### config.mk
export PLATFORM = sky130hd
export DESIGN_NAME = pipe_hazard_ctrl_flat
export DESIGN_NICKNAME = d
export VERILOG_FILES = /design/src/rtl/pipe_hazard_ctrl_if.sv /design/src/rtl/pipe_hazard_ctrl.sv /design/src/flat_wrapper.sv
export SDC_FILE = /design/constraint.sdc
export NUM_CORES = 1
export LEC_CHECK = 0
export ABC_AREA = 0
export CAP_MARGIN = 25
export CORE_ASPECT_RATIO = 1.1
export CORE_MARGIN = 4
export CORE_UTILIZATION = 40
export CTS_BUF_LIST = sky130_fd_sc_hd__clkbuf_4 sky130_fd_sc_hd__clkbuf_8
export DETAILED_ROUTE_END_ITERATION = 10
export GPL_TIMING_DRIVEN = 1
export MAX_ROUTING_LAYER = met4
export PLACE_DENSITY_LB_ADDON = 0.15
export SLEW_MARGIN = 10
export SYNTH_ARGS = -nofsm -noshare
export SYNTH_HDL_FRONTEND = slang
export SYNTH_SLANG_ARGS = --single-unit
### constraint.sdc
create_clock -name clk -period 1.7 [get_ports clk]
set_input_delay 0.17 -clock clk [delete_from_list [all_inputs] [get_ports clk]]
set_output_delay 0.17 -clock clk [all_outputs]
set_load 0.01 [all_outputs]
### src/rtl/pipe_hazard_ctrl_if.sv
// Pipeline-side signal bundle for pipe_hazard_ctrl: D/E/M hazard inputs,
// MDU start request, and the PC / F-D / D-E register controls it returns.
interface pipe_hazard_ctrl_if;
  logic [4:0] d_rs;
  logic [4:0] d_rt;
  logic [1:0] d_rs_tuse;
  logic [1:0] d_rt_tuse;
  logic       d_md;
  logic [4:0] e_wa;
  logic [4:0] m_wa;
  logic [1:0] e_tnew;
  logic [1:0] m_tnew;
  logic       e_md_start;
  logic       e_md_div;
  logic       pc_en;
  logic       fd_en;
  logic       de_flush;
  logic       md_busy;
  logic       md_done;

  // Pipeline datapath side.
  modport master (
    output d_rs, d_rt, d_rs_tuse, d_rt_tuse, d_md,
    output e_wa, m_wa, e_tnew, m_tnew, e_md_start, e_md_div,
    input  pc_en, fd_en, de_flush, md_busy, md_done
  );

  // Hazard controller side.
  modport slave (
    input  d_rs, d_rt, d_rs_tuse, d_rt_tuse, d_md,
    input  e_wa, m_wa, e_tnew, m_tnew, e_md_start, e_md_div,
    output pc_en, fd_en, de_flush, md_busy, md_done
  );
endinterface

### src/rtl/pipe_hazard_ctrl.sv
// Stall/flush controller for the five-stage pipeline: Tuse/Tnew operand hazards
// plus multiply/divide busy sequencing. Define PIPE_HAZARD_CTRL_PERF_EN for stall_cycles.
module pipe_hazard_ctrl #(
  parameter int unsigned MULT_CYCLES = 5,
  parameter int unsigned DIV_CYCLES  = 10
) (
  input  logic                 clk,
  input  logic                 reset,
  pipe_hazard_ctrl_if.slave    bus
`ifdef PIPE_HAZARD_CTRL_PERF_EN
  ,
  output logic [31:0]          stall_cycles
`endif
);

  localparam logic [3:0] MULT_LOAD = 4'(MULT_CYCLES - 1);
  localparam logic [3:0] DIV_LOAD  = 4'(DIV_CYCLES - 1);

  // A source stalls when an in-flight producer's result arrives later than
  // the consumer needs it. Tuse = 3 and Tnew = 0 fall out of the compare.
  function automatic logic operand_hazard(
    input logic [4:0] src,
    input logic [1:0] tuse,
    input logic [4:0] e_wa,
    input logic [1:0] e_tnew,
    input logic [4:0] m_wa,
    input logic [1:0] m_tnew
  );
    logic e_hit;
    logic m_hit;
    e_hit = (src == e_wa) && (e_tnew > tuse);
    m_hit = (src == m_wa) && (m_tnew > tuse);
    return (src != 5'd0) && (e_hit || m_hit);
  endfunction

  logic [3:0] cnt;
  logic [3:0] cnt_next;
  logic       md_done_q;
  logic       md_done_next;
  logic       md_busy;
  logic       rs_hazard;
  logic       rt_hazard;
  logic       md_hazard;
  logic       stall;

  // NOTE: every variable written here gets a default first, so no path can
  // leave it unassigned and infer a latch.
  always_comb begin
    cnt_next     = cnt;
    md_done_next = 1'b0;
    if (bus.e_md_start && (cnt == 4'd0)) begin
      cnt_next     = bus.e_md_div ? DIV_LOAD : MULT_LOAD;
      md_done_next = (cnt_next == 4'd0);
    end else if (cnt != 4'd0) begin
      cnt_next     = cnt - 4'd1;
      md_done_next = (cnt == 4'd1);
    end
  end

  // NOTE: sequential state uses non-blocking assignment so every register
  // samples pre-edge values regardless of process ordering.
  always_ff @(posedge clk or negedge reset) begin
    if (!reset) begin
      cnt       <= 4'd0;
      md_done_q <= 1'b0;
    end else begin
      cnt       <= cnt_next;
      md_done_q <= md_done_next;
    end
  end

  assign md_busy   = bus.e_md_start | (cnt != 4'd0);
  assign rs_hazard = operand_hazard(bus.d_rs, bus.d_rs_tuse, bus.e_wa, bus.e_tnew,
                                    bus.m_wa, bus.m_tnew);
  assign rt_hazard = operand_hazard(bus.d_rt, bus.d_rt_tuse, bus.e_wa, bus.e_tnew,
                                    bus.m_wa, bus.m_tnew);
  assign md_hazard = bus.d_md & md_busy;
  assign stall     = rs_hazard | rt_hazard | md_hazard;

  assign bus.pc_en    = ~stall;
  assign bus.fd_en    = ~stall;
  assign bus.de_flush = stall;
  assign bus.md_busy  = md_busy;
  assign bus.md_done  = md_done_q;

`ifdef PIPE_HAZARD_CTRL_PERF_EN
  // Saturating count of stalled cycles.
  always_ff @(posedge clk or negedge reset) begin
    if (!reset) begin
      stall_cycles <= 32'd0;
    end else if (stall && (stall_cycles != 32'hFFFF_FFFF)) begin
      stall_cycles <= stall_cycles + 32'd1;
    end
  end
`endif

endmodule

### src/flat_wrapper.sv
// flat-port wrapper written by rule: the top's interface ports become plain ports
module pipe_hazard_ctrl_flat 
#(
  parameter int unsigned MULT_CYCLES = 5,
  parameter int unsigned DIV_CYCLES  = 10
)
  (clk, reset, bus_d_rs, bus_d_rt, bus_d_rs_tuse, bus_d_rt_tuse, bus_d_md, bus_e_wa, bus_m_wa, bus_e_tnew, bus_m_tnew, bus_e_md_start, bus_e_md_div, bus_pc_en, bus_fd_en, bus_de_flush, bus_md_busy, bus_md_done);
  pipe_hazard_ctrl_if bus_i ();
  input  logic clk;
  input  logic reset;
  input wire logic [$bits(bus_i.d_rs)-1:0] bus_d_rs;
  input wire logic [$bits(bus_i.d_rt)-1:0] bus_d_rt;
  input wire logic [$bits(bus_i.d_rs_tuse)-1:0] bus_d_rs_tuse;
  input wire logic [$bits(bus_i.d_rt_tuse)-1:0] bus_d_rt_tuse;
  input wire logic [$bits(bus_i.d_md)-1:0] bus_d_md;
  input wire logic [$bits(bus_i.e_wa)-1:0] bus_e_wa;
  input wire logic [$bits(bus_i.m_wa)-1:0] bus_m_wa;
  input wire logic [$bits(bus_i.e_tnew)-1:0] bus_e_tnew;
  input wire logic [$bits(bus_i.m_tnew)-1:0] bus_m_tnew;
  input wire logic [$bits(bus_i.e_md_start)-1:0] bus_e_md_start;
  input wire logic [$bits(bus_i.e_md_div)-1:0] bus_e_md_div;
  output wire logic [$bits(bus_i.pc_en)-1:0] bus_pc_en;
  output wire logic [$bits(bus_i.fd_en)-1:0] bus_fd_en;
  output wire logic [$bits(bus_i.de_flush)-1:0] bus_de_flush;
  output wire logic [$bits(bus_i.md_busy)-1:0] bus_md_busy;
  output wire logic [$bits(bus_i.md_done)-1:0] bus_md_done;
  assign bus_i.d_rs = bus_d_rs;
  assign bus_i.d_rt = bus_d_rt;
  assign bus_i.d_rs_tuse = bus_d_rs_tuse;
  assign bus_i.d_rt_tuse = bus_d_rt_tuse;
  assign bus_i.d_md = bus_d_md;
  assign bus_i.e_wa = bus_e_wa;
  assign bus_i.m_wa = bus_m_wa;
  assign bus_i.e_tnew = bus_e_tnew;
  assign bus_i.m_tnew = bus_m_tnew;
  assign bus_i.e_md_start = bus_e_md_start;
  assign bus_i.e_md_div = bus_e_md_div;
  assign bus_pc_en = bus_i.pc_en;
  assign bus_fd_en = bus_i.fd_en;
  assign bus_de_flush = bus_i.de_flush;
  assign bus_md_busy = bus_i.md_busy;
  assign bus_md_done = bus_i.md_done;
  pipe_hazard_ctrl #(.MULT_CYCLES(MULT_CYCLES), .DIV_CYCLES(DIV_CYCLES)) u_core (.clk(clk), .reset(reset), .bus(bus_i));
endmodule
==> results.py, run 1 <==
metrics = {
    "synth": {
        "postSynthCellCount": 85,
        "yosys_register_bits": 5,
        "share_of_async_settable_or_async_resettable_flops_after_synthesis": 1.00,
        "synthXorXnorAreaFrac": 0.257,
        "synth_adder_area_share": 0.192,
        "synth.most_common_cell": "sky130_fd_sc_hd__xnor2_1",
        "synth-seq-area-share": 0.175,
        "synth_largest_area_cell": "sky130_fd_sc_hd__ha_1",
        "syn_area_um2": 716,
        "dominant_combinational_cell_family_by_area_after_synthesis": "XOR/XNOR gates",
        "synth-warning-count": 0,
        "syn-num-nets": 129,
        "synth.area.top_cells": "sky130_fd_sc_hd__ha_1 (19%), sky130_fd_sc_hd__dfrtp_1 (17%), sky130_fd_sc_hd__xnor2_1 (16%), sky130_fd_sc_hd__xor2_1 (9.8%), sky130_fd_sc_hd__inv_1 (4.7%)",
        "compound_gate_portion_of_the_synthesized_area": 0.117,
        "synth_edf_count": 0,
        "synth_top_flop_cell": "sky130_fd_sc_hd__dfrtp_1",
        "yosys.area_share.simple": 0.201,
        "post_synth_mux_area_share": 0,
        "synth.distinct_cells": 25,
        "syn_area_per_cell_um2": 8.42,
        "synth_top_cells_by_count": "sky130_fd_sc_hd__xnor2_1 (13), sky130_fd_sc_hd__ha_1 (11), sky130_fd_sc_hd__inv_1 (9), sky130_fd_sc_hd__xor2_1 (8)",
        "synth_top_cell_area_share": 0.192,
    },
    "sta": {
        "worstMarginPinSlew_ns": 0.285,
        "worst_slew_margin": 0.810,
        "final-max-slew-violation-count": 0,
        "finalWorstPathRequiredPeriod_ns": 1.79,
        "skew_ns": 0.0128,
        "final-setup-viol-count": 3,
        "final.setup.worst_slack_ns": -0.0880,
        "rsz_0062_raised_after_global_routing": "yes",
        "achievable-frequency_ghz": 0.559,
        "tcrit_tclk_final": 1.05,
        "timing.final.hold_violations": 0,
    },
    "die": {
        "initial_core_util": 0.438,
        "die_width_um": 48.3,
        "pin_count": 38,
        "fp.coreArea_mm2": 0.00163,
        "die-area_mm2": 0.00253,
        "die_h_um": 52.4,
        "core.rowCount": 15,
    },
    "final_layout": {
        "drive_gt1_frac": 0.517,
        "final_nets": 196,
        "finalInstanceArea_mm2": 0.00148,
        "filler_cell_count": 78,
        "final_core_utilization": 0.906,
        "finalNonFillerCells": 168,
        "areaGrowthSynthToFinish_pct": 107,
        "antennaDiodeCount": 0,
    },
    "run_status": {
        "status": "complete, but fails checks",
        "failed_checks": "setup timing",
    },
    "cts": {
        "htree_num_levels": 1,
        "tritoncts_clock_tree": "yes",
        "cts.root.buffer_cell": "sky130_fd_sc_hd__clkbuf_4",
        "clk_pin_slew_worst_paths_ns": 0.06,
        "cts_made_buffers": 3,
        "clock_path_buffers": 2,
        "clock-sinks": 5,
        "source_to_sink_clock_delay_at_the_later_pin_of_the_worst_skew_pair_ns": 0.28,
    },
    "setup_path": {
        "worst_setup_path_end_kind": "primary output",
        "path_max_fanout": 2,
        "setup.worst_path.class": "register to primary output",
        "crit_required_ns": 1.53,
        "worst_ep_arrival_time_ns": 1.62,
        "startpoint_type": "register",
    },
    "routing": {
        "drt_first_iter_violations": 10,
        "wire_per_inst_um": 20.7,
        "routed_wirelength_um": 3470,
        "drt_drc_violations_left": 0,
        "avgViaCountPerCell": 5.55,
        "routed-via-count": 933,
        "antenna_violating_nets_post_route": 0,
        "drt_first_pass_iters": 4,
    },
    "power_and_ir_drop": {
        "power.switching_uw": 534,
        "pwr-share-clk": 0.142,
        "leakage_uw": 0.000650,
        "share_seq_of_total_power": 0.175,
        "internal-power_uw": 758,
        "sw_frac_of_total": 0.413,
        "max-vdd-ir-drop_mv": 0.896,
        "pd_cells_mw_per_mm2": 874,
        "share_comb_of_total_power": 0.683,
    },
    "flow_run": {
        "maxCapViolations": 0,
    },
    "global_routing": {
        "grt_usage": 0.267,
        "first_pass_grt_wire_length_um": 5030,
        "gr-total-overflow": 0,
        "maximum_number_of_pins_on_one_net_before_global_route_repair": 7,
        "antenna_found_initial": 0,
        "grt_pass1_vias": 1028,
    },
    "placed_design": {
        "postPlaceCellArea_mm2": 0.00125,
        "gpl.final_weighted_congestion": 0.771,
        "dp_cells": 156,
        "port_buffers": 37,
        "dp.final_hpwl_um": 1920,
    },
    "min_path": {
        "timing.hold.worst.class": "input pin to async pin",
    },
}
==> stage by stage <==
| stage | hold slack (ns) | worst slack [ns] | total power (uW) | TNS [ns] |
|---|---|---|---|---|
| after floorplan | -0.126 | 0.00170 | 522 | 0 |
| after global placement | 0.393 | -0.739 | 860 | -2.19 |
| after detailed placement | 0.413 | -0.778 | 883 | -2.32 |
| after CTS | 0.140 | -0.0104 | 1150 | -0.0202 |
| after global routing | 0.132 | -0.161 | 1370 | -0.416 |
| final | 0.122 | -0.0880 | 1290 | -0.183 |
==> sequential cells by signal, indices dropped and copies added (netlist names) <==
register and cells:
u_core.bus.md_done 1, u_core.cnt 4
==> timing repair <==
item,4_1_cts,5_1_grt
gates resized for setup,89,26
setup endpoints to repair,4,4
pin swaps,16,16
hold buffers,0,0
buffers inserted,2,6
==> path summary, 6_finish.rpt <==
path	endpoint	cells after the start	startpoint	slack, ns
min in group clk	u_core.cnt[2]	3	bus_e_md_div	0.63
max reg2reg	u_core.cnt[3]	7	u_core.cnt[1]	0.18
min	u_core.cnt[3]	1	reset	0.12
min reg2reg	u_core.bus.md_done	2	u_core.cnt[3]	0.63
max	bus_pc_en	7	u_core.cnt[1]	-0.09
max in group asynchronous	u_core.cnt[0]	1	reset	1.36
==> cell usage in the layout (no fill, tap or decap), types with 2 or more instances in the layout <==
master and n:
sky130_fd_sc_hd__xor2_1 8, sky130_fd_sc_hd__ha_1 2, sky130_fd_sc_hd__o31ai_1 2, sky130_fd_sc_hd__inv_1 3
sky130_fd_sc_hd__buf_2 6, sky130_fd_sc_hd__a21oi_2 2, sky130_fd_sc_hd__buf_6 4, sky130_fd_sc_hd__nand4_1 3
sky130_fd_sc_hd__nor4_4 2, sky130_fd_sc_hd__dlygate4sd2_1 14, sky130_fd_sc_hd__buf_4 24, sky130_fd_sc_hd__xnor2_2 3
sky130_fd_sc_hd__clkbuf_4 4, sky130_fd_sc_hd__dfrtp_1 5, sky130_fd_sc_hd__inv_2 5, sky130_fd_sc_hd__nand2_2 3
sky130_fd_sc_hd__clkdlybuf4s50_1 5, sky130_fd_sc_hd__nor2_1 2, sky130_fd_sc_hd__nand2b_1 2, sky130_fd_sc_hd__clkdlybuf4s15_1 2
sky130_fd_sc_hd__xnor2_1 10, sky130_fd_sc_hd__nand3_1 2, sky130_fd_sc_hd__o21ai_0 2, sky130_fd_sc_hd__clkbuf_2 8
sky130_fd_sc_hd__a21oi_1 3, sky130_fd_sc_hd__ha_4 8
==> critical path, stage by stage, from the launching register on <==
cell and delay [ns]:
sky130_fd_sc_hd__dfrtp_1 0.40, sky130_fd_sc_hd__inv_2 0.09, sky130_fd_sc_hd__ha_4 0.13, sky130_fd_sc_hd__nor3b_4 0.22
sky130_fd_sc_hd__nand2b_1 0.10, sky130_fd_sc_hd__nand2_1 0.10, sky130_fd_sc_hd__and3_4 0.20, sky130_fd_sc_hd__buf_6 0.10
==> kinds of logic after synthesis <==
group           after synthesis
fa+ha+maj                    11
buf+inv                      10
simple gates                 24
compound gates               14
xor+xnor                     21
flops                         5
==> cell type report <==
type | instances | area, um2 | share of cell area
clock buffers | 4 | 30.0 | 0.0203
inverters | 9 | 36.3 | 0.0245
multi-input cells | 70 | 778 | 0.526
flip-flops and latches | 5 | 125 | 0.0846
well taps | 17 | 21.3 | 0.0144
repair buffers | 63 | 488 | 0.330
==> power groups by stage <==
stage | logic [uW] | registers, uW | clock network, uW
global placement | 641 | 218 | 0
finish | 882 | 227 | 184
CTS | 753 | 226 | 170
detailed placement | 662 | 221 | 0
floorplan | 279 | 242 | 0
global route | 950 | 230 | 191
==> metal layers <==
layer / wire length [um] / track usage
met4: 172 / 0.124
met3: 145 / 0.0370
met5: 0 / -
met2: 1950 / 0.546
met1: 1210 / 0.240
No activity file was read; power rests on OpenSTA's default activity.
==> inputs of run 2 (changes only) <==
- CTS_CLUSTER_DIAMETER: default -> 150
==> results of run 2 <==
Final layout, timing and power as in run 1 (identical DEF).
==> inputs of run 3 (changes only) <==
- CAP_MARGIN: 25 -> default
- CORE_UTILIZATION: 40 -> 39
- CTS_BUF_LIST: sky130_fd_sc_hd__clkbuf_4 sky130_fd_sc_hd__clkbuf_8 -> default
==> results.py, run 3 (same netlist as run 1, synthesis figures left out) <==
metrics = {
    "routing": {
        "routed_wirelength_um": 2730,
        "avgViaCountPerCell": 5.38,
        "routed-via-count": 898,
        "drt_first_iter_violations": 22,
        "antenna_violating_nets_post_route": 0,
        "drt_drc_violations_left": 0,
        "wire_per_inst_um": 16.3,
        "drt_first_pass_iters": 4,
    },
    "sta": {
        "tcrit_tclk_final": 1.04,
        "final.setup.worst_slack_ns": -0.0618,
        "timing.final.hold_violations": 0,
        "final-setup-viol-count": 3,
        "final-max-slew-violation-count": 0,
        "finalWorstPathRequiredPeriod_ns": 1.76,
        "minimum_hold_slack_ns": 0.150,
        "skew_ns": 0.00114,
        "setup_tns_ns": -0.123,
        "rsz_0062_raised_after_global_routing": "yes",
        "worst_slew_margin": 0.799,
        "achievable-frequency_ghz": 0.568,
        "worstMarginPinSlew_ns": 0.298,
    },
    "die": {
        "initial_core_util": 0.433,
        "core.rowCount": 15,
        "die_h_um": 52.9,
        "fp.coreArea_mm2": 0.00165,
        "die-area_mm2": 0.00259,
        "die_width_um": 48.8,
        "pin_count": 38,
    },
    "global_routing": {
        "grt_pass1_vias": 871,
        "grt_usage": 0.206,
        "gr-total-overflow": 0,
        "antenna_found_initial": 0,
        "first_pass_grt_wire_length_um": 3920,
        "maximum_number_of_pins_on_one_net_before_global_route_repair": 7,
    },
    "setup_path": {
        "r2r_setup_slack_ns": 0.26,
        "startpoint_type": "input pin",
        "worst_r2r_path_depth": 8,
        "critical_path.endpoint": "bus_fd_en",
        "worst_setup_path_end_kind": "primary output",
        "worst_ep_arrival_time_ns": 1.59,
        "crit_required_ns": 1.53,
        "setup.worst_path.class": "input pin to primary output",
        "path_max_fanout": 3,
        "timing.critical_path.from": "bus_d_rs[1]",
        "origin_of_the_critical_flop_to_flop_path": "u_core.cnt[0]",
        "worst_flop_to_flop_path_endpoint": "u_core.cnt[2]",
    },
    "final_layout": {
        "multi_input_area_um2": 694,
        "final_nets": 195,
        "mostFrequentLayoutCell": "sky130_fd_sc_hd__buf_4",
        "areaGrowthSynthToFinish_pct": 97.6,
        "mostFrequentLayoutCells": "sky130_fd_sc_hd__buf_4 (25), sky130_fd_sc_hd__dlygate4sd2_1 (23), sky130_fd_sc_hd__xnor2_1 (12)",
        "regArea_um2": 125,
        "finalNonFillerCells": 167,
        "filler_cell_count": 99,
        "antennaDiodeCount": 0,
        "registers.top_by_ff_count": "u_core.cnt",
        "largest_reg_flops": 4,
        "drive_gt1_frac": 0.400,
    },
    "flow_run": {
        "maxCapViolations": 0,
    },
    "run_status": {
        "failed_checks": "setup timing",
        "status": "complete, but fails checks",
    },
    "cts": {
        "clock-sinks": 5,
        "source_to_sink_clock_delay_at_the_later_pin_of_the_worst_skew_pair_ns": 0.25,
        "clk_pin_slew_worst_paths_ns": 0.04,
        "cts.root.buffer_cell": "sky130_fd_sc_hd__clkbuf_4",
        "tritoncts_clock_tree": "yes",
        "htree_num_levels": 1,
        "cts_made_buffers": 3,
        "clock_path_buffers": 2,
    },
    "placed_design": {
        "dp_cells": 158,
        "dp.final_hpwl_um": 1860,
        "port_buffers": 37,
        "place_ws_ns": -0.736,
        "gpl.final_weighted_congestion": 0.808,
    },
    "power_and_ir_drop": {
        "pd_cells_mw_per_mm2": 832,
        "leakage_uw": 0.000632,
        "max-vdd-ir-drop_mv": 1.20,
    },
    "min_path": {
        "timing.hold.worst.class": "input pin to async pin",
    },
}
==> run 3: changes by cell type in the layout (fill, tap and decap cells not counted), moves of 3 or more <==
cell / before / now
sky130_fd_sc_hd__buf_2: 6 / 3
sky130_fd_sc_hd__clkbuf_2: 8 / 1
sky130_fd_sc_hd__dlygate4sd2_1: 14 / 23
sky130_fd_sc_hd__ha_1: 2 / 5
sky130_fd_sc_hd__ha_4: 8 / 5
==> run 3: layout make-up <==
| class | count | share of cell area |
|---|---|---|
| Sequential cell | 5 | 0.0885 |
| Tap cell | 17 | 0.0150 |
| Inverter | 9 | 0.0239 |
| Timing Repair Buffer | 62 | 0.363 |
| Multi-Input combinational cell | 70 | 0.491 |
| Clock buffer | 4 | 0.0186 |
==> run 3: how the worst min path moves through the flow <==
stage	startpoint	end
after global placement	reset	u_core.cnt[0]
after CTS	reset	u_core.cnt[1]
after detailed placement	reset	u_core.cnt[0]
after floorplan	reset	u_core.bus.md_done
final	reset	u_core.cnt[0]
after global routing	reset	u_core.cnt[0]
==> run 3: worst max-delay path, stage by stage <==
cell and delay [ns]:
sky130_fd_sc_hd__dlygate4sd2_1 0.27, sky130_fd_sc_hd__buf_4 0.15, sky130_fd_sc_hd__xnor2_1 0.21, sky130_fd_sc_hd__nand4_1 0.13, sky130_fd_sc_hd__nor4_2 0.26, sky130_fd_sc_hd__o22ai_2 0.11, sky130_fd_sc_hd__and3_4 0.17, sky130_fd_sc_hd__buf_6 0.12
==> run 3: metrics by stage <==
step / instance area (um2) / utilization / total power (uW)
after floorplan: 727 / - / 522
after global placement: 1260 / 0.764 / 843
after detailed placement: 1260 / 0.764 / 869
after CTS: 1360 / 0.824 / 1080
after global routing: 1410 / 0.856 / 1280
final: 1410 / 0.856 / 1180
==> run 3: routing by layer <==
metal	global-route usage	routed length, um	vias to the layer above
met1	0.215	1060	410
met5	-	0	-
met3	0.0563	162	10
met4	0.0673	72	0
li1	-	-	436
met2	0.378	1430	42
==> run 3: power by group <==
| group | switching [uW] | total, uW | internal, uW |
|---|---|---|---|
| clock | 51.7 | 141 | 88.9 |
| sequential | 47.7 | 227 | 179 |
| combinational | 367 | 809 | 443 |
==> run 3: repair_timing <==
item                                    in CTS  in global routing
endpoints found under the setup margin       4                  4
endpoints found under the hold margin        0                  0
hold buffers                                 0                  0
gates resized for setup                     76                  5
pin swaps                                   17                  6
setup buffers                                2                  3
cloned                                       0                  0
